**src/rtl/message_ctrl.sv**
```systemverilog
// Game message sequencer: hold/blink timing for level, life-lost, win and game-over screens.
// Latency: all outputs registered, one clk after the causing event; no backpressure (pulse inputs only).
module message_ctrl #(
  parameter int         HOLD_FRAMES  = 120,
  parameter int         BLINK_FRAMES = 15,
  parameter logic [1:0] FINAL_LEVEL  = 2'd3
) (
  input  logic       clk,
  input  logic       resetN,
  input  logic       startOfFrame,
  input  logic       levelCleared,
  input  logic       playerHit,
  input  logic [1:0] livesLeft,
  input  logic       keyEnter,
  output logic [1:0] message,
  output logic       messageVisible,
  output logic       freezeGame,
  output logic [1:0] level,
  output logic       levelAdvance,
  output logic       restartGame
);

  localparam logic [7:0] HOLD_CNT   = 8'(HOLD_FRAMES);
  localparam logic [7:0] BLINK_LAST = 8'(BLINK_FRAMES - 1);

  typedef enum logic [2:0] {PLAY, NEXT_LEVEL, LIFE_LOST, WIN, GAME_OVER} state_t;

  state_t     state, state_nxt;
  logic [7:0] frame_cnt, frame_cnt_nxt;
  logic [7:0] blink_cnt, blink_cnt_nxt;
  logic       key_prev;

  logic [1:0] message_nxt;
  logic       visible_nxt;
  logic       freeze_nxt;
  logic [1:0] level_nxt;
  logic       advance_nxt;
  logic       restart_nxt;

  logic       key_rise;
  logic       hold_done;
  logic       entering;
  logic       blink_tog;

  always_ff @(posedge clk or negedge resetN) begin
    if (!resetN) begin
      state          <= PLAY;
      frame_cnt      <= 8'd0;
      blink_cnt      <= 8'd0;
      key_prev       <= 1'b0;
      message        <= 2'b00;
      messageVisible <= 1'b0;
      freezeGame     <= 1'b0;
      level          <= 2'd0;
      levelAdvance   <= 1'b0;
      restartGame    <= 1'b0;
    end else begin
      state          <= state_nxt;
      frame_cnt      <= frame_cnt_nxt;
      blink_cnt      <= blink_cnt_nxt;
      key_prev       <= keyEnter;
      message        <= message_nxt;
      messageVisible <= visible_nxt;
      freezeGame     <= freeze_nxt;
      level          <= level_nxt;
      levelAdvance   <= advance_nxt;
      restartGame    <= restart_nxt;
    end
  end

  always_comb begin
    state_nxt   = state;
    level_nxt   = level;
    advance_nxt = 1'b0;
    restart_nxt = 1'b0;
    key_rise    = keyEnter & ~key_prev;
    hold_done   = (frame_cnt == HOLD_CNT);

    case (state)
      PLAY: begin
        // A cleared level wins over a simultaneous hit.
        if (levelCleared)
          state_nxt = (level == FINAL_LEVEL) ? WIN : NEXT_LEVEL;
        else if (playerHit)
          state_nxt = (livesLeft <= 2'd1) ? GAME_OVER : LIFE_LOST;
      end
      NEXT_LEVEL: begin
        if (hold_done) begin
          state_nxt   = PLAY;
          level_nxt   = 2'(level + 2'd1);
          advance_nxt = 1'b1;
        end
      end
      LIFE_LOST: begin
        if (hold_done)
          state_nxt = PLAY;
      end
      WIN, GAME_OVER: begin
        // Only a fresh press after the hold restarts; a key held on entry has key_prev set.
        if (hold_done && key_rise) begin
          state_nxt   = PLAY;
          level_nxt   = 2'd0;
          restart_nxt = 1'b1;
        end
      end
      default: state_nxt = PLAY;
    endcase

    entering = (state_nxt != state);

    frame_cnt_nxt = frame_cnt;
    if (entering)
      frame_cnt_nxt = 8'd0;
    else if (startOfFrame && (frame_cnt < HOLD_CNT))
      frame_cnt_nxt = frame_cnt + 8'd1;

    blink_cnt_nxt = blink_cnt;
    blink_tog     = 1'b0;
    if (entering) begin
      blink_cnt_nxt = 8'd0;
    end else if (startOfFrame) begin
      if (blink_cnt == BLINK_LAST) begin
        blink_cnt_nxt = 8'd0;
        blink_tog     = 1'b1;
      end else begin
        blink_cnt_nxt = blink_cnt + 8'd1;
      end
    end

    message_nxt = 2'b00;
    visible_nxt = 1'b0;
    freeze_nxt  = (state_nxt != PLAY);
    case (state_nxt)
      LIFE_LOST: begin
        message_nxt = 2'b10;
        visible_nxt = entering ? 1'b1 : (messageVisible ^ blink_tog);
      end
      WIN: begin
        message_nxt = 2'b01;
        visible_nxt = entering ? 1'b1 : (messageVisible ^ blink_tog);
      end
      GAME_OVER: begin
        message_nxt = 2'b11;
        visible_nxt = entering ? 1'b1 : (messageVisible ^ blink_tog);
      end
      default: begin
        message_nxt = 2'b00;
        visible_nxt = 1'b0;
      end
    endcase
  end

endmodule

```
**config.mk**
```make
export PLATFORM = sky130hd
export DESIGN_NAME = message_ctrl
export DESIGN_NICKNAME = d
export VERILOG_FILES = /design/src/rtl/message_ctrl.sv
export SDC_FILE = /design/constraint.sdc
export NUM_CORES = 1
export LEC_CHECK = 0
export CAP_MARGIN = 15
export CORE_ASPECT_RATIO = 1.5
export CORE_UTILIZATION = 30
export CTS_BUF_LIST = sky130_fd_sc_hd__clkbuf_4 sky130_fd_sc_hd__clkbuf_8 sky130_fd_sc_hd__clkbuf_16
export DETAILED_ROUTE_END_ITERATION = 10
export PLACE_DENSITY = 0.43
export SETUP_SLACK_MARGIN = 0.2
export SYNTH_ARGS = -nofsm -noshare
export SYNTH_HDL_FRONTEND = slang
export SYNTH_SLANG_ARGS = --single-unit
```
**constraint.sdc**
```tcl
create_clock -name clk -period 2.6 [get_ports clk]
set_input_delay 0.78 -clock clk [delete_from_list [all_inputs] [get_ports clk]]
set_output_delay 0.78 -clock clk [all_outputs]
set_load 0.01 [all_outputs]
```
* After elaboration in Yosys (flattened, before gate mapping)
Cells that the tools add are included.
** Operators by class
- Reduce and logical (&&, ||, !) cells :: 11
- Eq/ne operators :: 13
- Bitwise logic cells :: 3
- Multiply operators :: 0
- Shift operators :: 0
- Div/mod/pow operators :: 0
- Multiplexer cells :: 25
- Order comparisons :: 2
- Add/sub/neg operators :: 3
** Operators with widths (count)
- $mux W8 :: 5
- $add A8 B1 Y8 const B :: 2
- $mux W3 :: 5
- $eq A3 B2 Y1 const B :: 4
- $mux W1 :: 9
- $pmux W3 S3 :: 1
- $eq A8 B4 Y1 const B :: 1
- $eq A8 B7 Y1 const B :: 1
- $lt A8 B7 Y1 const B :: 1
- $eq A3 B3 Y1 const B :: 2
- $mux W2 :: 3
- $pmux W2 S3 :: 1
- $reduce_bool A2 Y1 :: 3
- $ne A2 B2 Y1 const B :: 2
- $pmux W2 S2 :: 1
- $reduce_or A2 Y1 :: 2
- $eq A3 B1 Y1 const B :: 1
- $logic_not A3 Y1 :: 1
- $ne A3 B3 Y1 :: 1
- $reduce_and A3 Y1 :: 1
- $reduce_bool A3 Y1 :: 1
- $reduce_or A3 Y1 :: 1
- $add A2 B1 Y2 const B :: 1
- $eq A2 B2 Y1 const B :: 1
- other kinds (5) :: 6
** Storage, ports and cells
- Logic and storage cells :: 67
- Memory bits (writable) :: 0
- Input port bits :: 8
- Bits in latches :: 0
- Memories kept :: 0
- Bits in read-only memories :: 0
- Bits in registers :: 28

* Depth between registers and ports, before layout
- Depth after elaboration :: 10
- Gate-level depth with buffers :: 7
- Gate-level depth less buffers :: 7

* Least setup slack after synthesis
OpenSTA, ideal clock, no wires.
- Path kind :: input -> register
- Start point :: in startOfFrame
- End point :: reg frame_cnt[4]
- Setup time :: 0.122 ns
- Path slack :: 0.802 ns
- Data required time :: 2.478 ns
- Cell stages on the path :: 5
- Arrival time :: 1.677 ns
- Path buffers :: 1
- Cell sequence :: clkbuf_1 > nand2b_1 > nor4b_1 > xnor2_1 > nor3_2
** Between the ends
- Cells in the longest elaborated chain, start to end :: 2
** Ends and longest elaborated chain
- start: declaration :: line 10 : input logic startOfFrame,
- $logic_and A1 B1 Y1 :: line 114 : else if (startOfFrame && (frame_cnt < HOLD_CNT))
- $reduce_bool A2 Y1 (no source line)
- end signal: assignment :: line 59 : frame_cnt <= frame_cnt_nxt;
- end: declaration :: line 29 : logic [7:0] frame_cnt, frame_cnt_nxt;
Every way passes these cells.
A chain may end at the register's enable or synchronous reset.

* Worst setup path after layout
Same ends and word-level chain as after synthesis.

==> results.py <==
metrics = {
    "clock_tree": {
        "clkTransAtPathRegs_ns": 0.10,
        "cts_buffers": 3,
        "cts_hold_buf": 0,
        "post-cts-setup-buffers": 0,
        "cts.sinks": 28,
        "clockBufferDepth": 2,
        "cts-resized-gates": 0,
        "tritoncts": "built",
        "root_buffer": "clkbuf_8",
        "worstSkewPairLatency_ns": 0.28,
        "htreeDepth": 1,
    },
    "timing": {
        "fin_skew_ns": 0.00399,
        "fmax_mhz": 458,
        "setup_viol": 0,
        "finalHoldViolCount": 0,
        "tns_ns": 0,
        "drv_slew": 0,
        "fin_ws_ns": 0.417,
        "fin_crit_sh": 0.839,
        "slew_headroom": 0.697,
        "tightest_slew_ns": 0.449,
        "holdWs_ns": 0.546,
        "rsz0062_at_grt": "no",
        "period_needed_ns": 2.18,
    },
    "setup_path": {
        "cpMaxStageDelayCell": "clkdlybuf4s50_1",
        "arrival_ns": 2.35,
        "path_cells": "clkdlybuf4s50_1, buf_4, nand2b_1, nor4b_1, xnor2_1, nor3_2",
        "start_kind": "input port",
        "r2r_end": "blink_cnt[2]",
        "r2r_cells": 6,
        "rrSetupSlack_ns": 0.70,
        "path_class": "in2reg",
        "cp.required_ns": 2.76,
        "path_max_fanout": 9,
        "critical-path-max-stage-delay_ns": 0.63,
        "reg2reg_from": "frame_cnt[0]",
        "critPathCaptureType": "flip-flop",
    },
    "logic_synthesis": {
        "yosysSeqAreaShare": 0.442,
        "ys_top_cells_by_area": "dfrtp_1 44%, nor3_2 5.7%, xnor2_1 5.0%, ha_1 3.9%, inv_1 2.6%",
        "yosysTopAreaCell": "dfrtp_1",
        "synth_edf_count": 0,
        "avgSynthCellArea_um2": 10.3,
        "syn_inst": 154,
        "synth.ff_latch_count": 28,
        "yosysTopAreaCellShare": 0.442,
        "asyncSetResetFlopFracSynth": 1.00,
        "yosys_warnings": 0,
        "ys_types": 44,
        "synth_area_mm2": 0.00158,
        "synthFlopType": "dfrtp_1",
        "syn-num-nets": 167,
    },
    "pwr": {
        "p_per_area_mw_per_mm2": 780,
        "p_leak_nw": 0.777,
        "irDropWorstVdd_mv": 0.287,
    },
    "outcome": {
        "status": "complete, no violations",
    },
    "min_path": {
        "hold_class": "reg2reg",
        "min_from": "level[1]",
        "min_to": "level[1]",
        "hold_depth": 1,
    },
    "global_routing": {
        "grt_pass1_vias": 1183,
        "grt_pass1_wl_um": 5480,
        "grt_max_degree": 29,
        "overflow": 0,
        "antenna_found_initial": 0,
        "grtUsageTotal": 0.129,
    },
    "place": {
        "hpwl_um": 2370,
        "place_congestion": 0.803,
        "dp_slack_ns": 0.109,
        "port_buffers": 14,
        "dp_cells": 234,
    },
    "detailed_routing": {
        "drt-total-wl_um": 3290,
        "ant_nets": 0,
        "drt_pre_antenna_iters": 4,
        "dr_total_vias": 1196,
        "dr.first_iter.drc_count": 72,
        "via_per_inst": 5.03,
        "drc": 0,
        "wl_per_cell_um": 13.8,
    },
    "layout": {
        "layout.cells.non_filler": 238,
        "multi_input_area_um2": 805,
        "synthToLayoutAreaGrowth_pct": 18.6,
        "antenna_cells": 0,
        "seq_area_um2": 701,
        "layout_common_cells": "28 x dfrtp_1, 14 x clkdlybuf4s50_1, 11 x inv_1, 11 x nand2_1",
        "layout.nets": 184,
        "final.fill_count": 548,
        "mostFrequentLayoutCell": "dfrtp_1",
        "drive_gt1_frac": 0.147,
    },
    "die": {
        "rows": 32,
        "die-height_um": 91.0,
        "ios": 16,
        "die_w_um": 61.3,
        "start_util": 0.309,
        "die-area_mm2": 0.00558,
        "design.core.area_mm2": 0.00512,
    },
    "flow_run": {
        "drv_cap": 0,
    },
}
-- sequential cells by signal, indices dropped and copies added (netlist names) --
signal and cells:
levelAdvance 1, blink_cnt 8, restartGame 1, level 2, message 2, state 3
frame_cnt 8, key_prev 1, freezeGame 1, messageVisible 1
-- critical path, delay by kind of cell --
family / cells / cell delay, ns
buf+inv: 2 / 0.81
simple gates: 3 / 0.57
xor+xnor: 1 / 0.19
-- worst max path at each step --
stage / start / slack, ns / end
global route: startOfFrame / 0.33 / frame_cnt[4]
floorplan: startOfFrame / 0.80 / frame_cnt[4]
detailed placement: startOfFrame / 0.11 / frame_cnt[4]
finish: startOfFrame / 0.42 / frame_cnt[4]
CTS: startOfFrame / 0.41 / frame_cnt[4]
global placement: startOfFrame / 0.22 / frame_cnt[4]
-- cell type report --
cell class | instances | share of cell area
multi-input combinational | 110 | 0.428
sequential | 28 | 0.373
timing repair buffer | 17 | 0.0933
tap | 68 | 0.0453
clock buffer | 3 | 0.0220
inverter | 11 | 0.0220
clock inverter | 1 | 0.0160
-- cells in the mapped netlist (2+ instances only) --
cell and number:
dfrtp_1 28, a31oi_1 4, or4_1 2, nand2b_1 5
inv_1 11, nand2_1 11, clkbuf_1 2, nor3_2 9
nor2_1 7, a21oi_1 5, nor4_1 2, nor3_1 8
buf_6 2, ha_1 5, o21ai_0 4, xor2_1 2
nor2b_1 4, nand3_1 4, o211ai_1 3, nand4_1 3
xnor2_1 9, a21boi_0 2
-- where the power goes --
| group | internal, W | switching [W] |
|---|---|---|
| registers | 0.000544 | 0.000131 |
| clock network | 0.000206 | 0.000148 |
| logic | 0.000224 | 0.000211 |
| total | 0.000975 | 0.000491 |
-- per-stage QoR --
stage          power [W]   util  instance area [um^2]
2_1_floorplan   0.000987      -                  1580
3_3_place_gp     0.00110  0.353                  1810
3_5_place_dp     0.00112  0.353                  1810
4_1_cts          0.00148  0.366                  1880
5_1_grt          0.00156  0.366                  1880
6_report         0.00147  0.366                  1880
-- layer usage --
metal,GRT usage,vias up,part of all wire
li1,-,582,-
met1,0.157,587,0.44
met2,0.228,25,0.53
met3,0.0128,2,0.030
met4,0.0426,0,0.0067
met5,0,-,0
-- cells by family after synthesis --
logic type | synth area share
AND/OR/NAND/NOR | 0.267
flip-flops | 0.442
AO/OA/AOI/OAI | 0.127
buffers and inverters | 0.0498
XOR/XNOR | 0.0608
adder cells (fa/ha/maj) | 0.0395
multiplexers | 0.0134
(Power assumes the default switching activity.)
==> edit 1: new RTL, same flow settings <==
Register the output `level` once more, with the module's reset; this adds one clock of latency there. The other outputs are not delayed to match.
--- a/src/rtl/message_ctrl.sv
+++ b/src/rtl/message_ctrl.sv
@@ -25,6 +25,8 @@
 
   typedef enum logic [2:0] {PLAY, NEXT_LEVEL, LIFE_LOST, WIN, GAME_OVER} state_t;
 
+  logic [1:0] level_s0;
+
   state_t     state, state_nxt;
   logic [7:0] frame_cnt, frame_cnt_nxt;
   logic [7:0] blink_cnt, blink_cnt_nxt;
@@ -51,7 +53,7 @@
       message        <= 2'b00;
       messageVisible <= 1'b0;
       freezeGame     <= 1'b0;
-      level          <= 2'd0;
+      level_s0       <= 2'd0;
       levelAdvance   <= 1'b0;
       restartGame    <= 1'b0;
     end else begin
@@ -62,7 +64,7 @@
       message        <= message_nxt;
       messageVisible <= visible_nxt;
       freezeGame     <= freeze_nxt;
-      level          <= level_nxt;
+      level_s0       <= level_nxt;
       levelAdvance   <= advance_nxt;
       restartGame    <= restart_nxt;
     end
@@ -70,7 +72,7 @@
 
   always_comb begin
     state_nxt   = state;
-    level_nxt   = level;
+    level_nxt   = level_s0;
     advance_nxt = 1'b0;
     restart_nxt = 1'b0;
     key_rise    = keyEnter & ~key_prev;
@@ -80,14 +82,14 @@
       PLAY: begin
         // A cleared level wins over a simultaneous hit.
         if (levelCleared)
-          state_nxt = (level == FINAL_LEVEL) ? WIN : NEXT_LEVEL;
+          state_nxt = (level_s0 == FINAL_LEVEL) ? WIN : NEXT_LEVEL;
         else if (playerHit)
           state_nxt = (livesLeft <= 2'd1) ? GAME_OVER : LIFE_LOST;
       end
       NEXT_LEVEL: begin
         if (hold_done) begin
           state_nxt   = PLAY;
-          level_nxt   = 2'(level + 2'd1);
+          level_nxt   = 2'(level_s0 + 2'd1);
           advance_nxt = 1'b1;
         end
       end
@@ -150,5 +152,13 @@
     endcase
   end
 
+  always_ff @(posedge clk or negedge resetN) begin
+    if (!resetN) begin
+      level <= '0;
+    end else begin
+      level <= level_s0;
+    end
+  end
+
 endmodule
 
Check against the original RTL: same outputs for any inputs over 10 cycles, from zero or initial values and one cycle with resetN low; that may be too few to reach the edited logic, so the function may still have changed.
==> edit 1 against the original RTL <==
Routed wire length rose by 2.9%. Sequential power is 4.3% higher. Area after synthesis rose by 3.7%. Global-route usage rose by 0.84 points. Clock power rose by 13%. Power grew 5.8%. Worst setup slack better by 0.070 ns. Final area increased by 4.3%. Sequential share of layout area grew 1.0 points. Combinational power up 2%. Core utilization up 0.97 points. Sequential cell count rose by 2. Non-clock buffer count rose by 1. Critical endpoint is now blink_cnt[3]$_DFFE_PN0P_. Largest cell class unchanged. Highest routed layer unchanged.
==> edit 1: results (changes against the original RTL) <==
Status
  – Status: complete, no violations (unchanged)

Final layout
  – Non-filler instance count after layout: 244 (was 238)
  – Share of layout cells above drive strength 1: 17.6% (was 14.7%)
  – # fillers: 539 (was 548)
  – Nets@finish: 188 (was 184)

STA
  – Clock skew: 0.00598 ns (was 0.00399 ns)
  – Hold Vio Cnt, Final: 0 (unchanged)
  – Min Tclk post-route: 2.11 ns (was 2.18 ns)
  – Headroom to the max-slew limit: 67.8% (was 69.7%)

Logic synthesis
  – Synth Net Count: 168 (was 167)
  – Synth top cells by count: 30 x dfrtp_1, 10 x inv_1, 10 x nand2_1 (was 28 x dfrtp_1, 11 x inv_1, 11 x nand2_1)
  – Synth cell types: 46 (was 44)
  – Sequential area share after synthesis: 45.7% (was 44.2%)
  – Synth area leaders: dfrtp_1 46%, nor3_2 5.5%, ha_1 3.8% (was dfrtp_1 44%, nor3_2 5.7%, xnor2_1 5.0%)
  – Post-synthesis cell count: 155 (was 154)
  – Yosys warns: 0 (unchanged)

Worst setup path
  – Largest fanout on the critical path: 15 (was 9)
  – Reg2reg setup slack: 0.75 ns (was 0.70 ns)
  – Worst EP arrival: 2.27 ns (was 2.35 ns)

GRT
  – Total track usage: 13.8% (was 12.9%)
  – Initial antenna violation count: 0 (unchanged)
  – First-pass GRT wire length: 6060 um (was 5480 um)
  – Pin count of the biggest net entering global routing: 20 (was 29)

Drt
  – Vias: 1,190 (was 1,196)
  – DR iter-0 viols: 40 (was 72)
  – DRT Wirelength: 3390 um (was 3290 um)

Placed design
  – Inst Count DP: 236 (was 234)
  – Detail Placement HPWL: 2430 um (was 2370 um)
  – Place WS: 0.189 ns (was 0.109 ns)
  – RePlAce Congestion: 0.814 (was 0.803)

CTS
  – Clock transition at path regs: 0.06 ns (was 0.10 ns)
  – CTS buffer count: 5 (was 3)
  – H-tree levels: 2 (was 1)

Power
  – Peak supply drop: 0.374 mV (was 0.287 mV)
  – Leakage: 0.849 nW (was 0.777 nW)
edit 1: changes by cell type in the layout (fill, tap and decap cells not counted), moves of 2 or more:
cell	before	now
nor2_1	7	5
nand3_1	4	7
a21oi_1	5	7
clkbuf_8	3	6
nor2b_1	4	2
dfrtp_1	28	30
nand2b_1	5	2
xnor2_1	9	6
xor2_1	2	5
or4_1	2	0
edit 1: metrics by stage:
step                      hold WS [ns]  area [um2]
after floorplan                  0.378        1640
after CTS                        0.422        1960
after global routing             0.448        1960
after global placement           0.398        1860
after detailed placement         0.407        1860
final                            0.417        1960
edit 1: path summary, 6_finish.rpt:
path                                           from                        to  cells past startpoint
min in group asynchronous                    resetN      message[0]$_DFF_PN0_                      2
min reg2reg                 level_s0[0]$_DFFE_PN0P_        level[0]$_DFF_PN0_                      0
max in group asynchronous                    resetN  blink_cnt[7]$_DFFE_PN0P_                      2
min                         level_s0[0]$_DFFE_PN0P_        level[0]$_DFF_PN0_                      0
max                                        keyEnter  blink_cnt[3]$_DFFE_PN0P_                      5
max reg2reg                frame_cnt[0]$_DFFE_PN0P_  blink_cnt[3]$_DFFE_PN0P_                      6
edit 1: kinds of logic (layout without fill, tap and decap cells):
logic type	Yosys count	after routing	share of synthesized area [%]
and+or+nand+nor	63	63	25.7
xor gates and xnor gates	11	11	5.86
muxes	3	3	1.90
buffers and inverters	15	36	5.18
AOI/OAI and AO/OA	28	28	11.9
adders and majority gates	5	5	3.81
DFF	30	30	45.7
edit 1: critical path: stages:
cell and delay, ns:
clkdlybuf4s50_1 0.49, or2b_2 0.33, o21ai_0 0.14, o311a_4 0.42
nor3_1 0.11
edit 1: routing by layer:
layer	up-vias	global-route usage, %	routed length (um)
met5	-	0	0
met4	0	6.98	74
met3	5	3.20	89
met2	15	23.5	1770
met1	577	15.9	1450
li1	593	-	-
edit 1: area by class of cell:
class / instances / share of cell area, %
repair buffers: 18 / 9.33
clock buffers: 7 / 4.60
flip-flops and latches: 30 / 38.3
multi-input cells: 110 / 41.2
clock inverters: 1 / 0.256
well taps: 68 / 4.35
inverters: 10 / 1.92
edit 1: power by group:
group / switching (mW) / total [mW] / internal, mW
combinational: 0.219 / 0.444 / 0.225
clock: 0.178 / 0.401 / 0.224
sequential: 0.129 / 0.705 / 0.576
total: 0.526 / 1.55 / 1.02
==> edit 2: new RTL, same flow settings <==
Without the edit above. The parameter `BLINK_FRAMES` goes from 15 to 7.
--- a/src/rtl/message_ctrl.sv
+++ b/src/rtl/message_ctrl.sv
@@ -2,7 +2,7 @@
 // Latency: all outputs registered, one clk after the causing event; no backpressure (pulse inputs only).
 module message_ctrl #(
   parameter int         HOLD_FRAMES  = 120,
-  parameter int         BLINK_FRAMES = 15,
+  parameter int         BLINK_FRAMES = 7,
   parameter logic [1:0] FINAL_LEVEL  = 2'd3
 ) (
   input  logic       clk,
Formal check against the unedited RTL: not equivalent (Yosys sat finds a counterexample within 10 cycles, from zero or initial values and one cycle with resetN low).
==> edit 2 against the original RTL <==
Final area down 1.7%. Core utilization down 0.61 points. Sequential share of layout area up 0.63 points. Worst setup slack better by 0.091 ns. Power up 12%. Routed wire length down 2.5%. Count of clock-buffer cells in the layout unchanged. Area after synthesis up 0.55%. Sequential cell count unchanged. Largest cell class unchanged.
==> edit 2: results (changes against the original RTL) <==
Worst setup path
  – Max incr delay on CP: 0.50 ns (was 0.63 ns)
  – Cell family with most CP delay: compound AO/OA/AOI/OAI gates (was buffers and inverters)
  – Reg2reg setup slack: 0.66 ns (was 0.70 ns)
  – Largest fanout on the critical path: 5 (was 9)

STA
  – Clock skew: 0.00647 ns (was 0.00399 ns)

Logic synthesis
  – Synth top cells by count: 28 x dfrtp_1, 10 x nor3_2, 9 x nand2_1, 9 x nor2_1 (was 28 x dfrtp_1, 11 x inv_1, 11 x nand2_1)
  – Synth area leaders: dfrtp_1 44%, nor3_2 6.3%, xnor2_1 4.4% (was dfrtp_1 44%, nor3_2 5.7%, xnor2_1 5.0%)
  – Synth Area in XOR/XNOR: 7.15% (was 6.08%)
  – Compound-Gate Fraction of Synth Area: 12.6% (was 12.7%)
  – Mux share of post-synthesis cell area: 1.34% (about the same)
  – Sequential area share after synthesis: 44.0% (was 44.2%)

Die
  – Die area: 0.00561 mm2 (was 0.00558 mm2)

Power
  – Final Total Pwr: 1.64 mW (was 1.47 mW)
  – Leakage: 0.766 nW (was 0.777 nW)
  – Comb pwr share: 41.5% (was 29.7%)
  – Switching component of the power: 0.640 mW (was 0.491 mW)

Placed design
  – RePlAce Congestion: 0.780 (was 0.803)
  – Detail Placement HPWL: 2380 um (was 2370 um)

Final layout
  – Clk tree area frac: 2.24% (was 3.80%)
  – Logic inverters: 8 (was 11)
  – # fillers: 575 (was 548)
  – Sequential cells: 28 (unchanged)
  – Layout non-clock buf frac: 8.81% (was 9.33%)
  – Nets@finish: 180 (was 184)
  – Multi-input gate area: 827 um2 (was 805 um2)
  – Final instance area: 0.00185 mm2 (was 0.00188 mm2)
  – Share of layout cells above drive strength 1: 15.8% (was 14.7%)
  – Fraction of area in registers: 37.9% (was 37.3%)

GRT
  – Total track usage: 13.2% (was 12.9%)
  – First-pass GRT wire length: 5550 um (was 5480 um)

Status
  – Status: complete, no violations (unchanged)

Drt
  – DRT Wirelength: 3210 um (was 3290 um)
  – Drt via density: 4.94 (was 5.03)
-- edit 2: layer usage --
metal  GRT usage, %  part of all wire (%)  wire length (um)
met4           6.67                   2.6                82
met5              0                     0                 0
met2           22.2                    54              1730
met3           1.71                   2.0                64
met1           15.8                    42              1340
-- edit 2: per-stage QoR --
stage,cells,setup slack [ns]
6_report,233,0.509
5_1_grt,233,0.323
4_1_cts,233,0.493
3_5_place_dp,230,0.212
3_3_place_gp,230,0.212
2_1_floorplan,150,0.866
-- edit 2: how the worst max path moves through the flow --
stage                       from                       end  slack [ns]  cells after the start
floorplan           startOfFrame  frame_cnt[4]$_DFFE_PN0P_        0.87                      5
global placement        keyEnter      message[1]$_DFF_PN0_        0.21                      5
detailed placement      keyEnter      message[1]$_DFF_PN0_        0.21                      5
CTS                     keyEnter      message[1]$_DFF_PN0_        0.49                      5
global route            keyEnter      message[0]$_DFF_PN0_        0.32                      5
finish                  keyEnter      message[1]$_DFF_PN0_        0.51                      5
